==> config.mk <==
export PLATFORM = sky130hd
export DESIGN_NAME = signed_step_counter_flat
export DESIGN_NICKNAME = d
export VERILOG_FILES = /design/src/rtl/signed_step_counter_if.sv /design/src/rtl/signed_step_counter.sv /design/src/flat_wrapper.sv
export SDC_FILE = /design/constraint.sdc
export NUM_CORES = 1
export LEC_CHECK = 0
export BUFFER_PORTS_ARGS = -buffer_cell sky130_fd_sc_hd__buf_2
export CORE_MARGIN = 1.5
export CORE_UTILIZATION = 65
export CTS_CLUSTER_DIAMETER = 50
export DETAILED_ROUTE_END_ITERATION = 8
export PLACE_DENSITY = 0.83
export SLEW_MARGIN = 25
export SYNTH_ARGS = -nofsm -noshare
export SYNTH_HDL_FRONTEND = slang
export SYNTH_SLANG_ARGS = --single-unit
==> constraint.sdc <==
create_clock -name clk -period 3.6 [get_ports clk]
set_input_delay 0.18 -clock clk [delete_from_list [all_inputs] [get_ports clk]]
set_output_delay 0.18 -clock clk [all_outputs]
set_load 0.01 [all_outputs]
==> src/rtl/signed_step_counter_if.sv <==
// Button and display-value bundle between the button front end and its user.
// Buttons are raw asynchronous levels; data is the two's-complement count.
interface signed_step_counter_if;
  logic       btn_up;
  logic       btn_dn;
  logic       btn_clr;
  logic [3:0] data;
  logic       at_max;
  logic       at_min;

  // Side that presses the buttons and watches the count.
  modport master (
    output btn_up, btn_dn, btn_clr,
    input  data, at_max, at_min
  );

  // Counter side: takes the buttons, produces the count.
  modport slave (
    input  btn_up, btn_dn, btn_clr,
    output data, at_max, at_min
  );
endinterface

==> src/rtl/signed_step_counter.sv <==
// Three push buttons (up, down, clear) -> saturating signed 4-bit count.
// Each button path: 2-flop synchroniser, debounce filter, rising-edge one-shot.
// Bit order of the per-button vectors: [0] up, [1] down, [2] clear.
module signed_step_counter #(
  parameter int unsigned       DEBOUNCE_CNT = 65000,
  parameter logic signed [3:0] MIN_VAL      = -4,
  parameter logic signed [3:0] MAX_VAL      = 3
) (
  input  logic                  clk,
  input  logic                  rst,
  signed_step_counter_if.slave  bus
);

  // The filter flips on the cycle the counter already shows DEBOUNCE_CNT-1
  // differing cycles, i.e. on the DEBOUNCE_CNT-th consecutive one.
  localparam logic [15:0] CNT_LAST = 16'(DEBOUNCE_CNT - 1);

  logic [2:0]        raw;
  logic [2:0]        meta;
  logic [2:0]        sync;
  logic [2:0]        stable;
  logic [2:0]        prev;
  logic [2:0]        pulse;
  logic [15:0]       db_cnt [3];
  logic signed [3:0] data;

  assign raw = {bus.btn_clr, bus.btn_dn, bus.btn_up};

  // Two-flop synchroniser for the asynchronous button levels.
  always_ff @(posedge clk or posedge rst) begin
    if (rst) begin
      meta <= '0;
      sync <= '0;
    end else begin
      meta <= raw;
      sync <= meta;
    end
  end

  // Debounce: any agreeing cycle restarts the run, so short glitches never flip stable.
  always_ff @(posedge clk or posedge rst) begin
    if (rst) begin
      stable <= '0;
      for (int i = 0; i < 3; i++) db_cnt[i] <= '0;
    end else begin
      for (int i = 0; i < 3; i++) begin
        if (sync[i] == stable[i]) begin
          db_cnt[i] <= '0;
        end else if (db_cnt[i] == CNT_LAST) begin
          stable[i] <= sync[i];
          db_cnt[i] <= '0;
        end else begin
          db_cnt[i] <= db_cnt[i] + 16'd1;
        end
      end
    end
  end

  // Edge history for the one-shot; a held button yields a single pulse.
  always_ff @(posedge clk or posedge rst) begin
    if (rst) prev <= '0;
    else     prev <= stable;
  end

  assign pulse = stable & ~prev;

  // Count update: clear wins, up+down together cancel, otherwise saturate at the bounds.
  always_ff @(posedge clk or posedge rst) begin
    if (rst) begin
      data <= '0;
    end else if (pulse[2]) begin
      data <= '0;
    end else if (pulse[0] && pulse[1]) begin
      data <= data;
    end else if (pulse[0]) begin
      if (data < MAX_VAL) data <= data + 4'sd1;
    end else if (pulse[1]) begin
      if (data > MIN_VAL) data <= data - 4'sd1;
    end
  end

  assign bus.data   = data;
  assign bus.at_max = (data == MAX_VAL);
  assign bus.at_min = (data == MIN_VAL);

endmodule

==> src/flat_wrapper.sv <==
// flat-port wrapper written by rule: the top's interface ports become plain ports
module signed_step_counter_flat 
#(
  parameter int unsigned       DEBOUNCE_CNT = 65000,
  parameter logic signed [3:0] MIN_VAL      = -4,
  parameter logic signed [3:0] MAX_VAL      = 3
)
  (clk, rst, bus_btn_up, bus_btn_dn, bus_btn_clr, bus_data, bus_at_max, bus_at_min);
  signed_step_counter_if bus_i ();
  input  logic clk;
  input  logic rst;
  input wire logic [$bits(bus_i.btn_up)-1:0] bus_btn_up;
  input wire logic [$bits(bus_i.btn_dn)-1:0] bus_btn_dn;
  input wire logic [$bits(bus_i.btn_clr)-1:0] bus_btn_clr;
  output wire logic [$bits(bus_i.data)-1:0] bus_data;
  output wire logic [$bits(bus_i.at_max)-1:0] bus_at_max;
  output wire logic [$bits(bus_i.at_min)-1:0] bus_at_min;
  assign bus_i.btn_up = bus_btn_up;
  assign bus_i.btn_dn = bus_btn_dn;
  assign bus_i.btn_clr = bus_btn_clr;
  assign bus_data = bus_i.data;
  assign bus_at_max = bus_i.at_max;
  assign bus_at_min = bus_i.at_min;
  signed_step_counter #(.DEBOUNCE_CNT(DEBOUNCE_CNT), .MIN_VAL(MIN_VAL), .MAX_VAL(MAX_VAL)) u_core (.clk(clk), .rst(rst), .bus(bus_i));
endmodule
=== Word level (Yosys, flattened, before mapping) ===
Index checks and enable logic that the tools add are counted.

* Flip-flop bits (word level): 64
* Bits of input ports: 5
* Logic and storage cells: 51

* Add/subtract/negate cells: 5
* Order comparisons: 2
* Equal/unequal tests: 10
* Mux-type cells: 12
* Bitwise gates (word level): 5
* Reduce and logical (&&, ||, !) cells: 7

{| class="wikitable"
|+ Operator list
! kind !! number
|-
| 2-to-1 mux 16 bit || 6
|-
| adder 16 x 1 -> 16 bit (second input constant) || 3
|-
| equality test 16 bit (second input constant) || 3
|-
| 2-to-1 mux 4 bit || 6
|-
| equality test 4 x 3 -> 1 bit (second input constant) || 2
|-
| AND reduction 2 bit || 3
|-
| nonzero test 3 bit || 2
|-
| adder 4 x 2 -> 4 bit (second input constant) || 1
|-
| greater-than comparator 4 x 3 -> 1 bit (second input constant) || 1
|-
| < comparator 4 x 3 -> 1 bit (second input constant) || 1
|-
| AND reduction 4 bit || 1
|-
| subtractor 4 x 2 -> 4 bit (second input constant) || 1
|-
| AND 3 bit || 1
|-
| equality test 1 bit || 3
|-
| != test 3 x 2 -> 1 bit (second input constant) || 1
|-
| inverter 1 bit || 3
|-
| inverter 3 bit || 1
|-
| != test 2 x 1 -> 1 bit (second input constant) || 1
|-
| logical AND 1 bit || 1
|}

=== Depth between registers and ports, before layout ===
Gate-level depths: netlist of run 1.

* Depth in word-level cells: 6
* Mapped depth: 7
* Gate-level depth less buffers: 7

=== Worst setup path before layout of run 1 ===
No wires, ideal clock.

* Path kind: reg-to-reg
* From: register u_core.prev[0]
* To: register u_core.data[3], in the netlist u_core.bus.data[3]
* Library setup time: 0.077 ns
* Data arrival time: 1.524 ns
* Data required time: 3.523 ns
* Slack: 1.999 ns
* Cell stages (with the launch flop): 8
* Buffers on the path: 0
* Clock period less this slack: 1.601 ns
* Path through: dfrtp_1 > and2b_1 > inv_1 > ha_1 > a31oi_1 > o2bb2ai_1 > a21bo_2 > a21oi_1

* Word-level cells in the longest chain between the ends: 5
* Elaborated cells on any way between the ends: 11
* Classes of those cells: 2 x eq/ne; 3 x mux; 2 x bitwise; 4 x reduce/logical

{| class="wikitable"
|+ Ends and longest elaborated chain
! item !! RTL line !! RTL
|-
| from (decl) || signed_step_counter.sv:22 || <nowiki>logic [2:0] prev;</nowiki>
|-
| from (signal assigned) || signed_step_counter.sv:62 || <nowiki>else prev <= stable;</nowiki>
|-
| inverter 3 bit * || signed_step_counter.sv:65 || <nowiki>assign pulse = stable & ~prev;</nowiki>
|-
| AND 3 bit * || signed_step_counter.sv:65 ||
|-
| logical AND 1 bit / 2-to-1 mux 4 bit (equally long branches) || signed_step_counter.sv:73, signed_step_counter.sv:75 ||
|-
| != test 2 x 1 -> 1 bit (no source line) / 2-to-1 mux 4 bit (equally long branches) || - ||
|-
| AND reduction 4 bit (no source line) / 2-to-1 mux 4 bit (equally long branches) || - ||
|-
| to (signal assigned) || signed_step_counter.sv:74 || <nowiki>data <= data;</nowiki>
|-
| to (signal assigned) || signed_step_counter.sv:76 || <nowiki>if (data < MAX_VAL) data <= data + 4'sd1;</nowiki>
|-
| to (signal assigned) || signed_step_counter.sv:78 || <nowiki>if (data > MIN_VAL) data <= data - 4'sd1;</nowiki>
|-
| to (decl) || signed_step_counter.sv:25 || <nowiki>logic signed [3:0] data;</nowiki>
|}

Mark *: on every way between the ends. The rest lies on a longest branch, timed or not. The select of a mux whose other input is x is not followed.
A chain may end at the register's enable or synchronous reset.

=== Worst setup path after layout of run 1 ===
* From: register u_core.db_cnt[9] (netlist bit)
* To: register u_core.db_cnt[12] (netlist bit)

* Word-level cells in the longest chain between the ends: 3
* Elaborated cells on any way between the ends: 4
* Classes of those cells: 1 x add/sub; 1 x eq/ne; 2 x mux

{| class="wikitable"
|+ Ends and longest elaborated chain
! item !! RTL line !! RTL
|-
| from (decl) || signed_step_counter.sv:24 || <nowiki>logic [15:0] db_cnt [3];</nowiki>
|-
| from (signal, indexed assignment) || signed_step_counter.sv:53 || <nowiki>db_cnt[i] <= db_cnt[i] + 16'd1;</nowiki>
|-
| adder 16 x 1 -> 16 bit / equality test 16 bit (equally long branches) || signed_step_counter.sv:53, signed_step_counter.sv:49 ||
|-
| 2-to-1 mux 16 bit * || signed_step_counter.sv:49 || <nowiki>end else if (db_cnt[i] == CNT_LAST) begin</nowiki>
|-
| 2-to-1 mux 16 bit * || signed_step_counter.sv:47 || <nowiki>if (sync[i] == stable[i]) begin</nowiki>
|}

Mark *: on every way between the ends. The rest lies on a longest branch, timed or not.

==> impl_results.md, run 1 <==
* Status: complete, no violations
* Setup WS pre-CTS at 1729 ps
* WHS at 340.2 ps
* Pin count of the biggest net entering global routing at 38
* CTS root buf: clkbuf_8
* # nets final at 317
* Final Setup Violations at 0
* Flop2flop setup slack at 1750 ps
* Clk_skew at 8.610 ps
* Rows at 24
* Worst min path class: flip-flop to flip-flop
* Reg area at 1602 µm²
* Top_reg_cell synth: dfrtp_1
* Seq/Total Area, Yosys at 53.60%
* Post-synth EDFFs at 0
* R2R depth at 5
* Syn nets at 298
* Final WS setup at 1745 ps
* Clk_lat worst skew at 350 ps
* CP required at 3800 ps
* GRT Overall Usage at 23.53%
* First-pass GRT wire length at 8.852 mm
* DRC errors left at 0
* Grt ovf at 0
* Placed Instances at 344
* Detailed Route Iter0 Violations at 59
* Filler Cells Inserted at 286
* Async SR Flop Fraction at 100.0%
* Number of diodes at 0
* DP HPWL at 3.381 mm
* Max Cap Violations at 0
* Finished Layout Cells at 364
* Largest cells by area after synthesis: dfrtp_1, xor2_1, nor2_1, xnor2_1, nand3_1
* Yosys reg bits at 64
* Reg2reg end: u_core.db_cnt[12]
* Vias in the first global route at 1,982
* Count of cell types in the netlist at 38
* Cell-internal power at 1.154 mW
* Worst hold start: u_core.meta[2]
* Initial antenna violation count at 0
* CP Max Fanout at 16
* Pins Over Slew Limit at 0
* Hold Fails Final Rpt at 0
* Top Ports at 11
* Mapped Cells at 288
* Worst-Margin Slew at 589.5 ps
* I/O Buffers at 10
* H-Tree Level Count at 3
* CP startpoint kind: flip-flop
* Fin crit period at 1855 ps
* Routed len/inst at 14.06 µm
* Unrepaired setup endpoints after global routing: no
* RR Startpoint: u_core.db_cnt[9]
* Vias at 2,016
* Share of cells above drive strength 1 at 11.86%
* Synthesized cell area at 2988 µm²
* Final WL at 5.119 mm
* Multi-input logic area at 1291 µm²
* Setup crit end kind: flip-flop
* Rel. slew slack at 60.70%
* PwrDens at 444.7 nW/µm²
* Initial Util at 68.15%
* Die Height at 70.80 µm
* Clock power frac at 46.3%
* Fin util at 75.34%
* Hold Path End: u_core.sync[2]
* Final TNS setup at 0 ps
* Area Growth Syn to Fin at 10.55%
* WP data arrival at 2060 ps
* Final ANT Viol Nets at 0
* Core area at 4384 µm²
* Clk sinks at 64
* Reg power frac at 50.5%
* Drt pass-1 iters at 4
* WS Path Type: flip-flop to flip-flop
* Leading area contributor after synthesis: dfrtp_1
* CTS tree: yes
* Mean Syn Cell Area at 10.37 µm²
* Die Area at 5013 µm²
* Hold path depth at 0
* Crit share post-route at 51.52%
* Post-synth top area share at 53.60%
* Peak VDD IR at 0.4944 mV
* Max Buffers Root-to-Sink at 2
* Post-CTS Resized at 0
* Yosys Warn Count at 0
* Clock-pin slew on the worst setup and hold paths at 70 ps
* Fmax at 0.5391 GHz
* Sw power at 0.3154 mW
* Sw Share at 21.47%
* Die Width at 70.80 µm
* Global placement routability congestion at 0.8034
* Gate power share at 3.3%
* Total CTS buffers at 9
* Pleak at 1.467 nW
* Vias/cell at 5.538
## critical path, cell delays in order (launching register included)
cell      delay, ps
dfrtp_1         420
nor4b_1         310
nand4_1         140
nor3_1          200
nand2b_1        520
nor2_1          110
## placed cells by master (no fill, tap or decap), types with 3 or more instances in the layout
master / synthesis / routed
dfrtp_1: 64 / 64
nor2_1: 58 / 58
xor2_1: 28 / 28
nand3_1: 20 / 20
nand2_1: 19 / 19
xnor2_1: 19 / 19
nand4_1: 10 / 10
clkbuf_8: 0 / 10
buf_2: 1 / 10
nor3_1: 9 / 9
inv_1: 7 / 6
and3_1: 5 / 5
ha_1: 5 / 5
nand2b_1: 4 / 4
o21ai_0: 4 / 4
dlygate4sd3_1: 0 / 4
nor4b_1: 3 / 3
a21oi_1: 3 / 3
mux2_2: 3 / 3
## cell usage after synthesis, types with 2 or more instances
master	number
nand2_1	19
o21ai_0	4
dfrtp_1	64
buf_6	5
nand4_1	10
a21oi_1	3
inv_1	7
xor2_1	28
nor2_1	58
nand3_1	20
nand2b_1	4
xnor2_1	19
mux2i_1	2
ha_1	5
nor4b_1	3
and3_1	5
nor3_1	9
mux2_2	3
## sequential cells by signal, summed over array words and instances (netlist names)
signal	flops
u_core.sync	3
u_core.meta	3
u_core.bus.data	4
u_core.stable	3
u_core.db_cnt	48
u_core.prev	3
## worst max path at each step
stage                     start                 end  slack, ps  cells past startpoint
2_1_floorplan               rst  u_core.bus.data[0]       1820                      1
3_3_place_gp   u_core.db_cnt[9]   u_core.db_cnt[14]       1790                      5
3_5_place_dp   u_core.db_cnt[9]    u_core.db_cnt[4]       1730                      5
4_1_cts        u_core.db_cnt[9]    u_core.db_cnt[4]       1720                      5
5_1_grt        u_core.db_cnt[9]    u_core.db_cnt[1]       1540                      5
6_report       u_core.db_cnt[9]   u_core.db_cnt[12]       1750                      5
## routing by layer
| metal | vias up | wire [µm] | global-route usage [%] |
|---|---|---|---|
| li1 | 997 | - | - |
| met1 | 976 | 2402 | 29.27 |
| met2 | 36 | 2421 | 36.24 |
| met3 | 7 | 212 | 10.68 |
| met4 | 0 | 83 | 9.434 |
| met5 | - | 0 | 0 |
## per-stage QoR
step                      power (mW)  area [µm²]
after detailed placement      0.8004        3042
after CTS                      1.487        3303
after global placement        0.7988        3042
after floorplan               0.7930        2988
after global routing           1.522        3303
final                          1.469        3303
## logic make-up (layout without fill, tap and decap cells)
| family | Yosys count | after routing | share of synthesized area [%] |
|---|---|---|---|
| DFF | 64 | 64 | 53.60 |
| buffers and inverters | 14 | 38 | 3.183 |
| and+or+nand+nor | 140 | 140 | 22.66 |
| muxes | 5 | 5 | 1.801 |
| xor gates and xnor gates | 47 | 47 | 13.78 |
| AOI/OAI and AO/OA | 13 | 13 | 2.890 |
| adders and majority gates | 5 | 5 | 2.094 |
## power by group through the flow
stage / clock [mW] / sequential [mW] / combinational, mW
2_1_floorplan: 0 / 0.752 / 0.0408
3_3_place_gp: 0 / 0.754 / 0.0446
3_5_place_dp: 0 / 0.754 / 0.0460
4_1_cts: 0.696 / 0.741 / 0.0494
5_1_grt: 0.722 / 0.743 / 0.0569
6_report: 0.680 / 0.741 / 0.0480
## area by class of cell
class,count,share of cell area (%)
clock inverters,5,2.424
flip-flops and latches,64,48.48
well taps,52,1.970
inverters,7,0.7955
repair buffers,15,2.955
multi-input cells,210,39.09
clock buffers,11,4.280
## timing repair
| action | in CTS | in global routing |
|---|---|---|
| buffers inserted | 0 | 0 |
| hold buffers | 4 | 0 |
| setup endpoints to repair | 0 | 0 |
| endpoints found under the hold margin | 30 | 0 |
Power figures use the tool's default switching activity.
==> run 2: changes to the inputs <==
CORE_UTILIZATION = 61   (was 65)
PLACE_DENSITY = 0.79   (was 0.83)
clock period = 1.9 ns   (was 3.6 ns; I/O delays follow)
==> run 2 against run 1 <==
Net effect:
- clock skew is 5.0 ps lower
- highest routed layer unchanged
- sequential power is 89% higher
- final cell count is 5.2% higher
- routed wire length is 4.7% lower
- critical endpoint is now u_core.bus.data[3]
- count of clock-buffer cells in the layout stayed put
- clock power is 94% higher
- sequential share of layout area is 1.0 points lower
==> impl_results.md, run 2 (same netlist as run 1, synthesis figures left out) <==
* Setup repair bufs after CTS at 0 (unchanged)
* Clk_lat worst skew at 340 ps (about the same)
* Area Growth Syn to Fin at 12.90%
* Fin crit period at 1718 ps (-136.8 ps)
* CP delay by family, top: compound AO/OA/AOI/OAI gates
* Number of buffers and inverters on the critical path at 1 (+1)
* CP startpoint kind: flip-flop
* First-pass GRT wire length at 8.549 mm (-3.4%)
* Crit-path slowest cell: dfrtp_1
* Status: complete, no violations
* CTS root buf: clkbuf_8
* Worst-Margin Slew at 468.4 ps (-121.1 ps)
* Final TNS setup at 0 ps (unchanged)
* CTS tree: yes
* DRC errors left at 0 (unchanged)
* Pin count of the biggest net entering global routing at 44 (+16%)
* Top Ports at 11 (unchanged)
* Peak VDD IR at 0.5999 mV (+21%)
* WS Path Type: flip-flop to flip-flop
* Pins Over Slew Limit at 0 (unchanged)
* Worst path max stage delay at 410 ps (-110 ps)
* Highest-count cells in the layout ignoring fill and taps: dfrtp_1, nor2_1, xor2_1
* CP Max Fanout at 4 (-12)
* Sequence of cells on the critical path: and2b_1 > inv_1 > ha_1 > a31oi_1 > o2bb2ai_1 > a21bo_2 > a21oi_1
* Drt pass-1 iters at 4 (unchanged)
* Fin util at 71.42% (-3.9 points)
* Most common cell after layout, fill and taps aside: dfrtp_1
* Setup crit end kind: flip-flop
* Total CTS buffers at 9 (unchanged)
* # nets final at 321 (+1.3%)
* Crit share post-route at 90.42% (+39 points)
* Rel. slew slack at 68.73% (+8.0 points)
* Routed len/inst at 12.73 µm (-9.5%)
* Die Area at 5327 µm² (+6.3%)
* Initial antenna violation count at 0 (unchanged)
* Die Width at 72.99 µm (+3.1%)
* Post-CTS Resized at 0 (unchanged)
* GRT Overall Usage at 21.56% (-2.0 points)
* Max Cap Violations at 0 (unchanged)
* Max reg flops at 48 (unchanged)
* I/O Buffers at 10 (unchanged)
* Initial Util at 63.26% (-4.9 points)
* Filler Cells Inserted at 366 (+28%)
* Clk_skew at 3.565 ps (-5.045 ps)
* Finished Layout Cells at 383 (+5.2%)
* Worst min path class: primary input to async pin
* Unrepaired setup endpoints after global routing: no
* Max Buffers Root-to-Sink at 2 (unchanged)
* CP required at 2170 ps (-1630 ps)
* Final Setup Violations at 0 (unchanged)
* Number of diodes at 0 (unchanged)
* Core area at 4723 µm² (+7.7%)
* Pleak at 1.506 nW (+2.6%)
* Final WL at 4.877 mm (-4.7%)
* Top Registers: u_core.db_cnt: 48 flops, u_core.bus.data: 4 flops
* Global placement routability congestion at 0.7863 (-2.1%)
* Final ANT Viol Nets at 0 (unchanged)
* Vias/cell at 5.282 (-4.6%)
* Vias at 2,023 (+0.35%)
* PwrDens at 837.3 nW/µm² (+88%)
* Placed Instances at 363 (+5.5%)
* Clock-pin slew on the worst setup and hold paths at 70 ps (about the same)
* Clk sinks at 64 (unchanged)
* Detailed Route Iter0 Violations at 74 (+25%)
* Share of cells above drive strength 1 at 13.29% (+1.4 points)
* WP data arrival at 1990 ps (-70 ps)
* Rows at 25 (+4.2%)
* DP HPWL at 3.155 mm (-6.7%)
* Fmax at 0.5821 GHz (+8.0%)
* Top reg by flops: u_core.db_cnt
* Vias in the first global route at 2,005 (+1.2%)
* Die Height at 72.99 µm (+3.1%)
* H-Tree Level Count at 3 (unchanged)
* Hold Fails Final Rpt at 0 (unchanged)
* Grt ovf at 0 (unchanged)
-- run 2: what timing repair did --
action                     4_1_cts  5_1_grt
setup endpoints to repair        0        0
hold endpoints to repair        24        0
hold buffers                     4        0
-- run 2: layout make-up --
| type | instances | area (µm²) | share of cell area [%] |
|---|---|---|---|
| clock inverters | 5 | 78.83 | 2.337 |
| clock buffers | 11 | 151.4 | 4.488 |
| multi-input cells | 210 | 1291 | 38.28 |
| inverters | 7 | 26.28 | 0.7789 |
| repair buffers | 19 | 140.1 | 4.154 |
| flip-flops and latches | 64 | 1602 | 47.48 |
| well taps | 67 | 83.83 | 2.485 |
-- run 2: path summary, 6_finish.rpt --
path / from / end / slack (ps) / depth (start not counted)
hold reg to reg: u_core.meta[2] / u_core.sync[2] / 360 / 0
hold / removal: rst / u_core.db_cnt[41] / 310 / 3
setup / recovery: u_core.stable[0] / u_core.bus.data[3] / 180 / 7
max in group asynchronous: rst / u_core.prev[1] / 1020 / 4
setup reg to reg: u_core.stable[0] / u_core.bus.data[3] / 180 / 7
min in group clk: u_core.meta[2] / u_core.sync[2] / 360 / 0
-- run 2: where the power goes --
group          switching, mW  total (mW)  internal, mW
combinational         0.0624      0.0995        0.0371
clock                  0.513        1.32         0.807
sequential            0.0204        1.40          1.38
-- run 2: worst register-to-register path, cell delays in order, from the launching register on --
cell and delay, ps:
dfrtp_1 410, and2b_1 210, inv_1 130, ha_1 280
a31oi_1 200, o2bb2ai_1 90, a21bo_2 210, a21oi_1 110
-- run 2: through the flow --
step                      area [µm²]  power [mW]  hold WS [ps]  worst slack (ps)
final                           3373       2.824         310.0             182.0
after global routing            3373       2.925         366.8             75.04
after CTS                       3373       2.861         307.1             163.1
after detailed placement        3103       1.524         131.4             180.9
after global placement          3103       1.522         132.7             254.7
after floorplan                 2988       1.503         126.4             206.9
-- run 2: layer usage --
metal | up-vias | wire length (µm) | GRT usage [%]
li1 | 1003 | - | -
met1 | 979 | 2259 | 26.07
met2 | 31 | 2352 | 34.95
met3 | 10 | 159 | 7.044
met4 | 0 | 105 | 10.06
met5 | - | 0 | 0
==> run 3: changes to the inputs <==
CORE_UTILIZATION = 30   (was 61)
PLACE_DENSITY = default   (was 0.79)
==> run 3 against run 2 <==
Net effect:
- core utilization shrank 36 points
- clock power grew 6%
- sequential cell count is the same
- routed wire length grew 2.3%
- non-clock buffer count grew 2
- fmax shrank 1.3%
- global-route usage shrank 11 points
- worst setup slack lost 22 ps
- hold slack gained 48 ps
- clock skew grew 4.0 ps
- power grew 2.9%
- critical path depth is the same
- critical path type unchanged
- largest cell class unchanged
==> impl_results.md, run 3 (same netlist as run 1, synthesis figures left out) <==
* Finished Layout Cells at 450 (+17%)
* Clk sinks at 64 (unchanged)
* Max Buffers Root-to-Sink at 2 (unchanged)
* DP HPWL at 3.293 mm (+4.4%)
* WS Path Type: flip-flop to flip-flop
* Final TNS setup at 0 ps (unchanged)
* Most common cell after layout, fill and taps aside: dfrtp_1
* Vias/cell at 4.453 (-16%)
* Routed len/inst at 11.09 µm (-13%)
* Total CTS buffers at 9 (unchanged)
* Area Growth Syn to Fin at 16.54%
* CP Max Fanout at 4 (unchanged)
* CP delay by family, top: compound AO/OA/AOI/OAI gates
* Unrepaired setup endpoints after global routing: no
* # nets final at 323 (+0.62%)
* Initial antenna violation count at 0 (unchanged)
* DRC errors left at 0 (unchanged)
* Detailed Route Iter0 Violations at 105 (+42%)
* Grt ovf at 0 (unchanged)
* Worst min path class: flip-flop to flip-flop
* CTS tree: yes
* Max reg flops at 48 (unchanged)
* Placed Instances at 431 (+19%)
* Clk_lat worst skew at 340 ps (about the same)
* Vias in the first global route at 1,915 (-4.5%)
* Setup crit end kind: flip-flop
* Top reg by flops: u_core.db_cnt
* Initial Util at 30.71% (-33 points)
* Worst-Margin Slew at 586.7 ps (+118.4 ps)
* Top Ports at 11 (unchanged)
* CP startpoint kind: flip-flop
* Rows at 36 (+44%)
* Worst path max stage delay at 350 ps (-60 ps)
* Share of cells above drive strength 1 at 13.25% (-0.042 points)
* Pins Over Slew Limit at 0 (unchanged)
* Final WL at 4.989 mm (+2.3%)
* PwrDens at 834.8 nW/µm² (-0.29%)
* Drt pass-1 iters at 4 (unchanged)
* Number of diodes at 0 (unchanged)
* Crit share post-route at 91.57% (+1.2 points)
* Gr busiest metal: met2
* Clk_skew at 7.596 ps (+4.031 ps)
* Number of buffers and inverters on the critical path at 1 (unchanged)
* Die Height at 102.8 µm (+41%)
* Status: complete, no violations
* Worst hold start: u_core.meta[0]
* Routing usage on met3 at 4.271% (-2.8 points)
* Vias at 2,004 (-0.94%)
* Reg area at 1602 µm² (unchanged)
* Final ANT Viol Nets at 0 (unchanged)
* Fin crit period at 1740 ps (+21.87 ps)
* WP data arrival at 2010 ps (+20 ps)
* I/O Buffers at 10 (unchanged)
* GRT Overall Usage at 10.44% (-11 points)
* Pleak at 1.515 nW (+0.63%)
* Fin util at 35.79% (-36 points)
* Sequence of cells on the critical path: and2b_1 > inv_1 > ha_1 > a31oi_1 > o2bb2ai_1 > a21bo_2 > a21oi_1
* H-Tree Level Count at 3 (unchanged)
* Final Setup Violations at 0 (unchanged)
* Die Width at 102.8 µm (+41%)
* Filler Cells Inserted at 981 (+170%)
* Max Cap Violations at 0 (unchanged)
* CP required at 2170 ps (about the same)
* Worst Setup SP: u_core.prev[0]
* Core area at 9729 µm² (+110%)
* Global placement routability congestion at 0.7494 (-4.7%)
* Pin count of the biggest net entering global routing at 29 (-34%)
* Multi-input logic area at 1297 µm² (+0.48%)
* First-pass GRT wire length at 8.521 mm (-0.33%)
* RR Startpoint: u_core.prev[0]
* Crit-path slowest cell: dfrtp_1
* Die Area at 10,570 µm² (+98%)
* Fmax at 0.5747 GHz (-1.3%)
* GR Util met1 at 13.56% (-13 points)
* Top Registers: u_core.db_cnt: 48 flops, u_core.bus.data: 4 flops
* Hold Fails Final Rpt at 0 (unchanged)
* Highest-count cells in the layout ignoring fill and taps: dfrtp_1, nor2_1, xor2_1
* Peak VDD IR at 0.3567 mV (-41%)
* Clock-pin slew on the worst setup and hold paths at 70 ps (about the same)
* Rel. slew slack at 60.83% (-7.9 points)
* GR Layer Usage met2 at 15.74% (-19 points)
* CTS root buf: clkbuf_8
==> run 3: where the power goes <==
part	leakage, nW	internal, mW	switching [mW]
Sequential	0.873	1.38	0.0201
Clock	0.117	0.902	0.498
Combinational	0.526	0.0398	0.0630
Total	1.52	2.33	0.581
==> run 3: cell type report <==
type	count	share of cell area (%)
timing repair buffer	21	4.456
multi-input combinational	210	37.26
sequential	64	45.99
inverter	7	0.7546
tap	133	4.779
clock inverter	3	2.587
clock buffer	12	4.168
==> run 3: path summary, 6_finish.rpt <==
path	end	slack [ps]	depth (start not counted)
worst max-delay path	u_core.bus.data[3]	160	7
worst min-delay path	u_core.sync[0]	360	0
worst max register to register	u_core.bus.data[3]	160	7
worst min register to register	u_core.sync[0]	360	0
max in group asynchronous	u_core.db_cnt[33]	930	4
min in group asynchronous	u_core.meta[1]	370	3
==> run 3: layer usage <==
metal,share of wire [%],vias up
met2,45,23
met3,4.0,5
li1,-,1010
met1,51,966
met5,0,-
met4,0.84,0
==> run 3: repair_timing <==
item | CTS | global route
resized for setup | 0 | 1
hold buffers | 4 | 0
hold endpoints to repair | 28 | 0
setup buffers | 0 | 0
setup endpoints to repair | 0 | 1
==> run 3: metrics by stage <==
stage	setup slack [ps]	hold WS, ps	total power [mW]	area (µm²)
6_report	160.1	358.0	2.907	3482
5_1_grt	70.32	365.0	3.014	3482
3_5_place_dp	165.9	197.8	1.530	3201
4_1_cts	158.7	361.2	2.946	3476
2_1_floorplan	206.9	126.4	1.503	2988
3_3_place_gp	251.1	194.6	1.528	3201
